===== config.mk =====
export PLATFORM = sky130hd
export DESIGN_NAME = vblank_update_scheduler
export DESIGN_NICKNAME = d
export VERILOG_FILES = /design/src/rtl/starsoc_pkg.sv /design/src/rtl/rr_arbiter.sv /design/src/rtl/vblank_update_scheduler.sv
export SDC_FILE = /design/constraint.sdc
export NUM_CORES = 1
export LEC_CHECK = 0
export BUFFER_PORTS_ARGS = -buffer_cell sky130_fd_sc_hd__clkbuf_2
export CORE_ASPECT_RATIO = 1.5
export CORE_MARGIN = 2
export CORE_UTILIZATION = 61
export CTS_BUF_LIST = sky130_fd_sc_hd__clkbuf_4 sky130_fd_sc_hd__clkbuf_8
export DETAILED_ROUTE_END_ITERATION = 6
export GPL_ROUTABILITY_DRIVEN = 1
export GPL_TIMING_DRIVEN = 0
export HOLD_SLACK_MARGIN = 0.03
export MAX_ROUTING_LAYER = met4
export PLACE_DENSITY = 0.85
export SYNTH_ARGS = -nofsm -noshare
export SYNTH_HDL_FRONTEND = slang
export SYNTH_SLANG_ARGS = --single-unit

===== constraint.sdc =====
create_clock -name clk -period 3.5 [get_ports clk]
set_input_delay 0.175 -clock clk [delete_from_list [all_inputs] [get_ports clk]]
set_output_delay 0.175 -clock clk [all_outputs]
set_load 0.02 [all_outputs]

===== src/rtl/starsoc_pkg.sv =====
// Shared constants and types for the vblank update scheduler.
package starsoc_pkg;

    localparam int DEF_V_VISIBLE = 480;
    localparam int TMR_W         = 16;

    typedef enum logic [1:0] {
        ST_IDLE  = 2'd0,
        ST_ARB   = 2'd1,
        ST_GRANT = 2'd2
    } state_e;

endpackage


===== src/rtl/rr_arbiter.sv =====
// Round-robin pick: lowest set pending bit at or above rr_ptr, wrapping.
module rr_arbiter #(
    parameter int N_REQ = 4,
    parameter int PW    = 2
) (
    input  logic [N_REQ-1:0] pending,
    input  logic [PW-1:0]    rr_ptr,
    output logic [N_REQ-1:0] winner
);
    logic [N_REQ-1:0] rot;
    logic [N_REQ-1:0] pick;

    // rotate so rr_ptr lands on bit 0, pick lowest, rotate back
    always_comb begin
        rot  = N_REQ'({pending, pending} >> rr_ptr);
        pick = '0;
        for (int i = N_REQ - 1; i >= 0; i--) begin
            if (rot[i]) begin
                pick    = '0;
                pick[i] = 1'b1;
            end
        end
        winner = N_REQ'(({pick, pick} << rr_ptr) >> N_REQ);
    end

endmodule


===== src/rtl/vblank_update_scheduler.sv =====
// Grants game-logic requesters one at a time during vertical blanking.
//   state    | meaning
//   ST_IDLE  | visible area, waiting for vblank start
//   ST_ARB   | picking next pending requester (or finishing the frame)
//   ST_GRANT | one requester owns the update slot
module vblank_update_scheduler
    import starsoc_pkg::*;
#(
    parameter int N_REQ     = 4,
    parameter int TIMEOUT   = 4096,
    parameter int V_VISIBLE = DEF_V_VISIBLE
) (
    input  logic             clk,
    input  logic             reset,
    input  logic             pix_tick,
    input  logic [9:0]       x,
    input  logic [9:0]       y,
    input  logic [N_REQ-1:0] req,
    input  logic [N_REQ-1:0] done,
    input  logic             clr_err,
    output logic [N_REQ-1:0] grant,
    output logic             busy,
    output logic             frame_tick,
    output logic             overrun,
    output logic [N_REQ-1:0] timeout_err
);
    localparam int PW = (N_REQ > 1) ? $clog2(N_REQ) : 1;

    state_e           state;
    logic [N_REQ-1:0] pending;
    logic [N_REQ-1:0] pending_left;
    logic [N_REQ-1:0] winner;
    logic [PW-1:0]    rr_ptr;
    logic [PW-1:0]    owner;
    logic [PW-1:0]    owner_inc;
    logic [TMR_W-1:0] tmr;
    logic             vb_start;
    logic             vb_end;
    logic             done_hit;
    logic             tmo_hit;
    logic             retire;
    logic             ovr_set;

    assign vb_start = pix_tick && (x == 10'd0) && (y == 10'(V_VISIBLE));
    assign vb_end   = pix_tick && (x == 10'd0) && (y == 10'd0);

    always_comb begin
        owner = '0;
        for (int i = 0; i < N_REQ; i++) begin
            if (grant[i]) owner = PW'(i);
        end
    end

    assign owner_inc = (owner == PW'(N_REQ - 1)) ? '0 : owner + PW'(1);

    // done beats a coincident timeout; either one retires the owner
    assign done_hit     = (state == ST_GRANT) && (|(done & grant));
    assign tmo_hit      = (state == ST_GRANT) && !done_hit && (tmr == TMR_W'(TIMEOUT - 1));
    assign retire       = done_hit || tmo_hit;
    assign pending_left = retire ? (pending & ~grant) : pending;
    assign ovr_set      = (state != ST_IDLE) && vb_end && (|pending_left);

    rr_arbiter #(
        .N_REQ (N_REQ),
        .PW    (PW)
    ) u_rr_arbiter (
        .pending (pending),
        .rr_ptr  (rr_ptr),
        .winner  (winner)
    );

    always_ff @(posedge clk or posedge reset) begin
        if (reset) begin
            state      <= ST_IDLE;
            grant      <= '0;
            pending    <= '0;
            rr_ptr     <= '0;
            tmr        <= '0;
            busy       <= 1'b0;
            frame_tick <= 1'b0;
        end else begin
            frame_tick <= 1'b0;
            if (retire) rr_ptr <= owner_inc;
            case (state)
                ST_IDLE: begin
                    if (vb_start) begin
                        pending    <= req;
                        frame_tick <= 1'b1;
                        busy       <= 1'b1;
                        state      <= ST_ARB;
                    end
                end
                ST_ARB, ST_GRANT: begin
                    if (vb_end) begin
                        grant   <= '0;
                        pending <= '0;
                        busy    <= 1'b0;
                        state   <= ST_IDLE;
                    end else if (state == ST_ARB) begin
                        if (pending == '0) begin
                            busy  <= 1'b0;
                            state <= ST_IDLE;
                        end else begin
                            grant <= winner;
                            tmr   <= '0;
                            state <= ST_GRANT;
                        end
                    end else if (retire) begin
                        grant   <= '0;
                        pending <= pending_left;
                        state   <= ST_ARB;
                    end else begin
                        tmr <= tmr + TMR_W'(1);
                    end
                end
                default: begin
                    grant <= '0;
                    busy  <= 1'b0;
                    state <= ST_IDLE;
                end
            endcase
        end
    end

    // sticky flags: a set in the same cycle as clr_err survives
    always_ff @(posedge clk or posedge reset) begin
        if (reset) begin
            overrun     <= 1'b0;
            timeout_err <= '0;
        end else begin
            overrun     <= ovr_set | (overrun & ~clr_err);
            timeout_err <= (tmo_hit ? grant : '0) | (timeout_err & {N_REQ{~clr_err}});
        end
    end

endmodule


# Yosys cells after proc, flatten, opt, wreduce, memory -nomap -nowiden
# Index checks and enable logic that the tools add are counted.
word_totals:
  regBits: 35
  in_bits: 32
  elab_cells: 97
classes:
  mux: 36
  n_addsub: 2
  n_bitwise: 10
  reduce_logical: 24
  n_shift: 2
  eq_ne: 14
op_table:
  columns: ["cell", "count"]
  rows:
  - ["$mux 4", 14]
  - ["$mux 16", 3]
  - ["$logic_not 10->1", 2]
  - ["$add 16x1->16 const B", 1]
  - ["$eq 16x12->1 const B", 1]
  - ["$mux 2", 8]
  - ["$pmux 4 s2", 2]
  - ["$and 4x4->4", 3]
  - ["$ne 3x3->1 const B", 4]
  - ["$eq 10x9->1 const B", 1]
  - ["$logic_and 1x1->1", 8]
  - ["$ne 4x4->1 const B", 2]
  - ["$reduce_and 4->1", 2]
  - ["$reduce_or 4->1", 2]
  - ["$shl 8x2->8", 1]
  - ["$shr 8x2->4", 1]
  - ["$mux 1", 7]
  - ["$reduce_and 3->1", 2]
  - ["$eq 2x2->1 const B", 2]
  - ["$logic_not 4->1", 1]
  - ["$ne 2x2->1 const B", 2]
  - ["$not 4->4", 1]
  - ["$or 4x4->4", 1]
  - ["$pmux 2 s2", 1]
  - ["13 further kinds", 16]

# Longest topological paths before layout
# Gate-level depths: netlist of the first run.
logic_depth:
  ltp_word: 12
  ltp_mapped: 9
  mapped_depth_nobuf: 8

# Cells and area by module
# Synthesis of the first run repeated with hierarchy kept, for this count alone.
hier_totals:
  hier_cells: 261
  hier_area_um2: 2398.6
by_module_without_submodules:
  columns: ["module", "instances", "area_per_inst_um2", "cells_each"]
  rows:
  - ["vblank_update_scheduler", 1, 2288.4, 244]
  - ["rr_arbiter", 1, 110.1, 17]

# Worst setup path before layout of the first run
# OpenSTA, ideal clock, no wires.
synth_timing:
  path_type: "reg2reg"
  startpoint: "reg state[0]"
  endpoint: "reg state[1]"
  setup_time_ns: 0.125
  slack_ns: 1.319
  arrival_time_ns: 2.056
  stages_incl_launch_ff: 10
  path_buffers: 1
  path_cell_list: "dfrtp_1 > inv_1 > ha_1 > nor4b_2 > nand4_2 > o31ai_2 > buf_6 > nor2_1 > a21oi_1 > mux2_2"
synth_via:
  elab_chain_cells: 8
synth_lines:
  columns: ["item", "line", "text"]
  rows:
  - ["start, declared", "vblank_update_scheduler.sv:29", "state_e state;"]
  - ["start signal, assigned", "vblank_update_scheduler.sv:74", "state <= ST_IDLE;"]
  - ["start signal, assigned", "vblank_update_scheduler.sv:90", "state <= ST_ARB;"]
  - ["start signal, assigned", "vblank_update_scheduler.sv:98", "state <= ST_IDLE;"]
  - ["$eq 2x2->1", "vblank_update_scheduler.sv:57, vblank_update_scheduler.sv:58, vblank_update_scheduler.sv:84", null]
  - ["$logic_and 1x1->1", "vblank_update_scheduler.sv:57", "assign done_hit = (state == ST_GRANT) && (|(done & grant));"]
  - ["$logic_not 1->1", "vblank_update_scheduler.sv:58", "assign tmo_hit = (state == ST_GRANT) && !done_hit && (tmr == TMR_W'(TIMEOUT - 1));"]
  - ["$logic_and 1x1->1 (2 in series)", "vblank_update_scheduler.sv:58", null]
  - ["$logic_or 1x1->1", "vblank_update_scheduler.sv:59", "assign retire = done_hit || tmo_hit;"]
  - ["$ne 4x4->1 (no source line)", null, null]
  - ["$reduce_and 2->1 (no source line)", null, null]
# Several ways; a longest one is shown, not always the timed one.
# A chain may end at the register's enable or synchronous reset.

# Worst setup path in the final report of the first run
# Ends and elaborated chain as after synthesis.

==> results of run 1 <==
worst max-delay path by stage:
stage / start / end / cells after the start
2_1_floorplan: state[0]$_DFFE_PP0P_ / state[1]$_DFFE_PP0P_ / 9
3_3_place_gp: state[0]$_DFFE_PP0P_ / state[1]$_DFFE_PP0P_ / 9
3_5_place_dp: state[0]$_DFFE_PP0P_ / state[1]$_DFFE_PP0P_ / 9
4_1_cts: state[0]$_DFFE_PP0P_ / state[1]$_DFFE_PP0P_ / 9
5_1_grt: state[0]$_DFFE_PP0P_ / state[1]$_DFFE_PP0P_ / 9
6_report: state[0]$_DFFE_PP0P_ / state[1]$_DFFE_PP0P_ / 9
Yosys cell counts, types with 5 or more instances:
| library cell | n |
|---|---|
| a22oi_1 | 6 |
| dfrtp_1 | 35 |
| nor2_1 | 28 |
| nor3_1 | 5 |
| inv_1 | 17 |
| clkbuf_1 | 5 |
| o22ai_1 | 7 |
| ha_1 | 5 |
| nor4_1 | 5 |
| a21oi_1 | 14 |
| nand2_1 | 15 |
| xnor2_1 | 12 |
| a211oi_1 | 7 |
| o21ai_0 | 8 |
worst max-delay path: stages, from the launching register on:
cell and delay (ps):
dfrtp_1 410, inv_1 110, ha_1 210, nor4b_2 250, nand4_2 230, o31ai_2 330
buf_6 180, nor2_1 80, a21oi_1 180, mux2_2 350
layout make-up:
type / count / area (um2)
clock inverters: 2 / 60.1
flip-flops and latches: 35 / 876
repair buffers: 42 / 210
well taps: 42 / 52.6
fillers: 265 / 841
inverters: 17 / 63.8
clock buffers: 6 / 76.3
multi-input cells: 164 / 1120
plain buffers: 9 / 51.3
stage by stage:
stage               instance area [um2]  instances
floorplan                          2110        225
global placement                   2370        309
detailed placement                 2370        309
CTS                                2510        317
global route                       2510        317
finish                             2510        317
flip-flops by register name (all words and copies together), names as in the netlist:
signal       count
rr_ptr           2
state            2
busy             1
overrun          1
grant            4
timeout_err      4
tmr             16
frame_tick       1
pending          4
cells by family after synthesis:
group | after synthesis
DFF | 35
buffers and inverters | 26
muxes | 2
adders and majority gates | 5
xor gates and xnor gates | 12
and+or+nand+nor | 74
AOI/OAI and AO/OA | 71
power by group through the flow:
stage / clock, mW / combinational [mW] / sequential (mW)
floorplan: 0 / 0.0109 / 0.412
global placement: 0 / 0.0309 / 0.412
detailed placement: 0 / 0.0316 / 0.412
CTS: 0.443 / 0.0317 / 0.404
global route: 0.457 / 0.0359 / 0.404
finish: 0.437 / 0.0309 / 0.405
layer usage:
layer	GRT usage, %	wire (um)
met1	32.9	2000
met2	47.7	2600
met3	5.88	229
met4	13.2	191
met5	-	0
==> flow_metrics.env, run 1 <==
export IMPL_synthAdderAreaFrac_pct=2.96
export IMPL_clkTransAtPathRegs_ps=70
export IMPL_tightest_slew_ps=686
export IMPL_clock_fmax_ghz=0.410
export IMPL_slew_limit_headroom_pct=53.1
export IMPL_fin_worst_skew_ps=5.72
export IMPL_synth_compound_area_share_pct=26.0
export IMPL_synthSimpleGateAreaFrac_pct=18.1
export IMPL_hpwl_um=3750
export IMPL_syn_cell_area_mm2=0.00211
export IMPL_finalPower_mw=0.872
export IMPL_grt_pass1_vias=1928
export IMPL_syn_inst=225
export IMPL_rr_startpoint="state[0]$_DFFE_PP0P_"
export IMPL_p_sw_mw=0.161
export IMPL_p_int_mw=0.711
export IMPL_post_cts_resized=0
export IMPL_ir_worst_vdd_mv=0.466
export IMPL_arrival_ps=2610
export IMPL_gp_congestion=0.914
export IMPL_slew_viol_final=0
export IMPL_yosysTopAreaCellShare_pct=41.5
export IMPL_rsz0062_at_grt="false"
export IMPL_first_pass_iters=6
export IMPL_worstPathRequired_ps=3670
export IMPL_wl_per_cell_um=15.8
export IMPL_crit_fanout=10
export IMPL_muxShareOfSynthArea_pct=1.07
export IMPL_area_delta_synth_final_pct=18.9
export IMPL_synth_xor_xnor_area_share_pct=4.98
export IMPL_drc=0
export IMPL_min_path_type="in2async"
export IMPL_postCtsSetupRepairBufs=0
export IMPL_rrSetupSlack_ps=1060
export IMPL_timing_rr_end="state[1]$_DFFE_PP0P_"
export IMPL_core_mm2=0.00335
export IMPL_synthDistinctLibCells=46
export IMPL_cts_tree="yes"
export IMPL_antenna_diode_count=0
export IMPL_drt_iter0_markers=80
export IMPL_setup_slack_ps=1060
export IMPL_detail_route_wirelength_um=5020
export IMPL_power_density_mw_per_mm2=348
export IMPL_pwr_share_comb_pct=3.5
export IMPL_cts_hold_buf=0
export IMPL_grt_overflow=0
export IMPL_numPortBuffers=42
export IMPL_crit_type="reg2reg"
export IMPL_clock_latency_ps=290
export IMPL_die_w_um=52.0
export IMPL_grt_usage_pct=29.0
export IMPL_p_clk_share_pct=50.1
export IMPL_initial_core_util_pct=63.0
export IMPL_die_area_mm2=0.00396
export IMPL_finalCriticalPeriod_ps=2440
export IMPL_finish_net_count=311
export IMPL_swShare_pct=18.5
export IMPL_violations="hold timing"
export IMPL_status="complete, but fails checks"
export IMPL_pwr_share_seq_pct=46.4
export IMPL_yosys_warnings=0
export IMPL_post_place_ws_ps=1090
export IMPL_ant_nets=0
export IMPL_syn_num_nets=262
export IMPL_cts_buffer_depth=2
export IMPL_cts_max_level=2
export IMPL_cts_buffers_inserted=5
export IMPL_layout_commonest_cell="clkbuf_2"
export IMPL_synth_top_area_cell="dfrtp_1"
export IMPL_cp_start_kind="register"
export IMPL_synth_edff_count=0
export IMPL_final_setup_viol_count=0
export IMPL_grt_max_degree=36
export IMPL_layout_drive_gt1_share_pct=25.5
export IMPL_fin_tns_setup_ps=0
export IMPL_row_count=26
export IMPL_io_pins=43
export IMPL_ys_seq_elements=35
export IMPL_via_count=1948
export IMPL_antenna_found_initial=0
export IMPL_viasPerCell=6.15
export IMPL_synth_area_top_cells="dfrtp_1, nor2_1, xnor2_1"
export IMPL_hold_violations=35
export IMPL_finalCritPeriodShare_pct=69.6
export IMPL_cts_root_buf="clkbuf_8"
export IMPL_final_util_pct=74.9
export IMPL_final_cell_mix="clkbuf_2, dfrtp_1, nor2_1"
export IMPL_avgSynthCellArea_um2=9.38
export IMPL_synth_ff_type="dfrtp_1"
export IMPL_maxCapViolations=0
export IMPL_async_reset_ff_share_pct=100
export IMPL_cts_sinks=35
export IMPL_yosysSeqAreaShare_pct=41.5
export IMPL_p_leak_nw=1.20
export IMPL_die_h_um=76.0
export IMPL_grt_first_pass_wirelength_um=8530
export IMPL_cp_end_kind="register"
export IMPL_synth_top_family_by_area="compound AO/OA/AOI/OAI gates"
export IMPL_reg2regPathDepth=9
export IMPL_hold_ws_ps=-18.6
Note: power is estimated with default switching activity, not from simulation.
==> run 2, diff against run 1 <==
--- a/config.mk
+++ b/config.mk
@@ -8,14 +8,14 @@
 export BUFFER_PORTS_ARGS = -buffer_cell sky130_fd_sc_hd__clkbuf_2
 export CORE_ASPECT_RATIO = 1.5
 export CORE_MARGIN = 2
-export CORE_UTILIZATION = 61
+export CORE_UTILIZATION = 57
 export CTS_BUF_LIST = sky130_fd_sc_hd__clkbuf_4 sky130_fd_sc_hd__clkbuf_8
 export DETAILED_ROUTE_END_ITERATION = 6
 export GPL_ROUTABILITY_DRIVEN = 1
 export GPL_TIMING_DRIVEN = 0
 export HOLD_SLACK_MARGIN = 0.03
 export MAX_ROUTING_LAYER = met4
-export PLACE_DENSITY = 0.85
+export PLACE_DENSITY = 0.8
 export SYNTH_ARGS = -nofsm -noshare
 export SYNTH_HDL_FRONTEND = slang
 export SYNTH_SLANG_ARGS = --single-unit
==> constraint.sdc (replaced) <==
create_clock -name clk -period 2.5 [get_ports clk]
set_input_delay 0.125 -clock clk [delete_from_list [all_inputs] [get_ports clk]]
set_output_delay 0.125 -clock clk [all_outputs]
set_load 0.02 [all_outputs]
==> flow_metrics.env, run 2 (synthesized netlist as in run 1, its figures left out) <==
export IMPL_status="finished, final reports clean"
export IMPL_reg2regPathDepth=9
export IMPL_final_seq_area_um2=876
export IMPL_worstPathRequired_ps=2670
export IMPL_area_delta_synth_final_pct=21.1
export IMPL_finalCritPeriodShare_pct=95.7
export IMPL_finish_net_count=313
export IMPL_tightest_slew_ps=744
export IMPL_cts_max_level=2
export IMPL_maxCapViolations=0
export IMPL_p_clk_share_pct=50.3
export IMPL_p_leak_nw=1.19
export IMPL_fill_cells=296
export IMPL_setup_slack_ps=107
export IMPL_core_mm2=0.00361
export IMPL_slew_viol_final=0
export IMPL_io_pins=43
export IMPL_clock_fmax_ghz=0.418
export IMPL_cts_buffers_inserted=5
export IMPL_final_area_mm2=0.00256
export IMPL_final_setup_viol_count=0
export IMPL_grt_overflow=0
export IMPL_power_density_mw_per_mm2=482
export IMPL_drc=0
export IMPL_grt_first_pass_wirelength_um=8690
export IMPL_rsz0062_at_grt="false"
export IMPL_fin_tns_setup_ps=0
export IMPL_min_path_type="in2reg"
export IMPL_layout_drive_gt1_share_pct=26.4
export IMPL_final_util_pct=70.7
export IMPL_cp_start_kind="register"
export IMPL_first_pass_iters=5
export IMPL_numPortBuffers=42
export IMPL_hold_ws_ps=77.4
export IMPL_hpwl_um=4000
export IMPL_holdPathStages=2
export IMPL_swShare_pct=19.0
export IMPL_cts_tree="yes"
export IMPL_cts_buffer_depth=2
export IMPL_pwr_share_comb_pct=3.7
export IMPL_cp_end_kind="register"
export IMPL_grt_usage_pct=28.3
export IMPL_regMostFlops="tmr"
export IMPL_finalCriticalPeriod_ps=2390
export IMPL_place_inst=310
export IMPL_die_h_um=78.5
export IMPL_cts_sinks=35
export IMPL_die_area_mm2=0.00422
export IMPL_wl_per_cell_um=16.6
export IMPL_ant_nets=0
export IMPL_grt_max_degree=36
export IMPL_ir_worst_vdd_mv=0.358
export IMPL_via_count=2001
export IMPL_die_w_um=53.7
export IMPL_finalPower_mw=1.23
export IMPL_stdcell_count=320
export IMPL_p_int_mw=0.997
export IMPL_gp_congestion=0.834
export IMPL_p_sw_mw=0.234
export IMPL_hold_violations=0
export IMPL_clkTransAtPathRegs_ps=70
export IMPL_slew_limit_headroom_pct=50.3
export IMPL_crit_fanout=10
export IMPL_layout_commonest_cell="clkbuf_2"
export IMPL_arrival_ps=2560
export IMPL_largest_reg_flops=16
export IMPL_fin_worst_skew_ps=4.31
export IMPL_final_cell_mix="clkbuf_2, dfrtp_1, nor2_1"
export IMPL_row_count=27
export IMPL_crit_type="reg2reg"
export IMPL_viasPerCell=6.25
export IMPL_place_area_mm2=0.00237
export IMPL_post_place_ws_ps=57.4
export IMPL_pwr_share_seq_pct=46.0
export IMPL_antenna_found_initial=0
export IMPL_detail_route_wirelength_um=5300
export IMPL_antenna_diode_count=0
export IMPL_drt_iter0_markers=66
export IMPL_cts_root_buf="clkbuf_8"
export IMPL_clock_latency_ps=290
export IMPL_grt_pass1_vias=2021
export IMPL_initial_core_util_pct=58.4
export IMPL_multi_input_area_mm2=0.00115
==> run 2: cell type report <==
type                            count  share of cell area [%]
Inverter                           17                    2.50
Clock inverter                      2                    2.35
Clock buffer                        6                    2.99
Buffer                              9                    2.01
Multi-Input combinational cell    164                    44.9
Sequential cell                    35                    34.3
Tap cell                           43                    2.10
Timing Repair Buffer               44                    8.91
==> run 2: power groups by stage <==
stage	clock (mW)	sequential (mW)	combinational [mW]
after CTS	0.622	0.566	0.0453
after global routing	0.641	0.566	0.0524
after detailed placement	0	0.577	0.0453
after floorplan	0	0.577	0.0153
after global placement	0	0.577	0.0435
final	0.619	0.566	0.0461
==> run 2: final timing paths <==
kind | startpoint | endpoint | slack, ps
worst min register to register | busy$_DFFE_PP0P_ | busy$_DFFE_PP0P_ | 490
worst max-delay path | state[0]$_DFFE_PP0P_ | state[1]$_DFFE_PP0P_ | 110
min in group asynchronous | reset | tmr[11]$_DFFE_PP0P_ | 500
max in group asynchronous | reset | tmr[5]$_DFFE_PP0P_ | 1520
worst min-delay path | req[3] | pending[3]$_DFFE_PP0P_ | 80
worst max register to register | state[0]$_DFFE_PP0P_ | state[1]$_DFFE_PP0P_ | 110
==> run 2: per-layer routing <==
metal | track usage [%] | share of wire, %
met5 | - | 0
met2 | 50.2 | 56
met4 | 15.6 | 4.1
met3 | 4.75 | 3.5
met1 | 27.6 | 36
==> run 2: worst max-delay path: stages (launching register included) <==
cell     delay [ps]
dfrtp_1         400
inv_1           110
ha_1            230
nor4b_4         220
nand4_2         230
o31ai_4         320
buf_6           170
nor2_1           90
a21oi_2         150
mux2_2          350
==> run 2: timing repair <==
action                                  4_1_cts  5_1_grt
endpoints found under the hold margin         0       30
hold buffers                                  0        1
resized for setup                             0        4
endpoints found under the setup margin        0        6
buffers inserted                              0        1
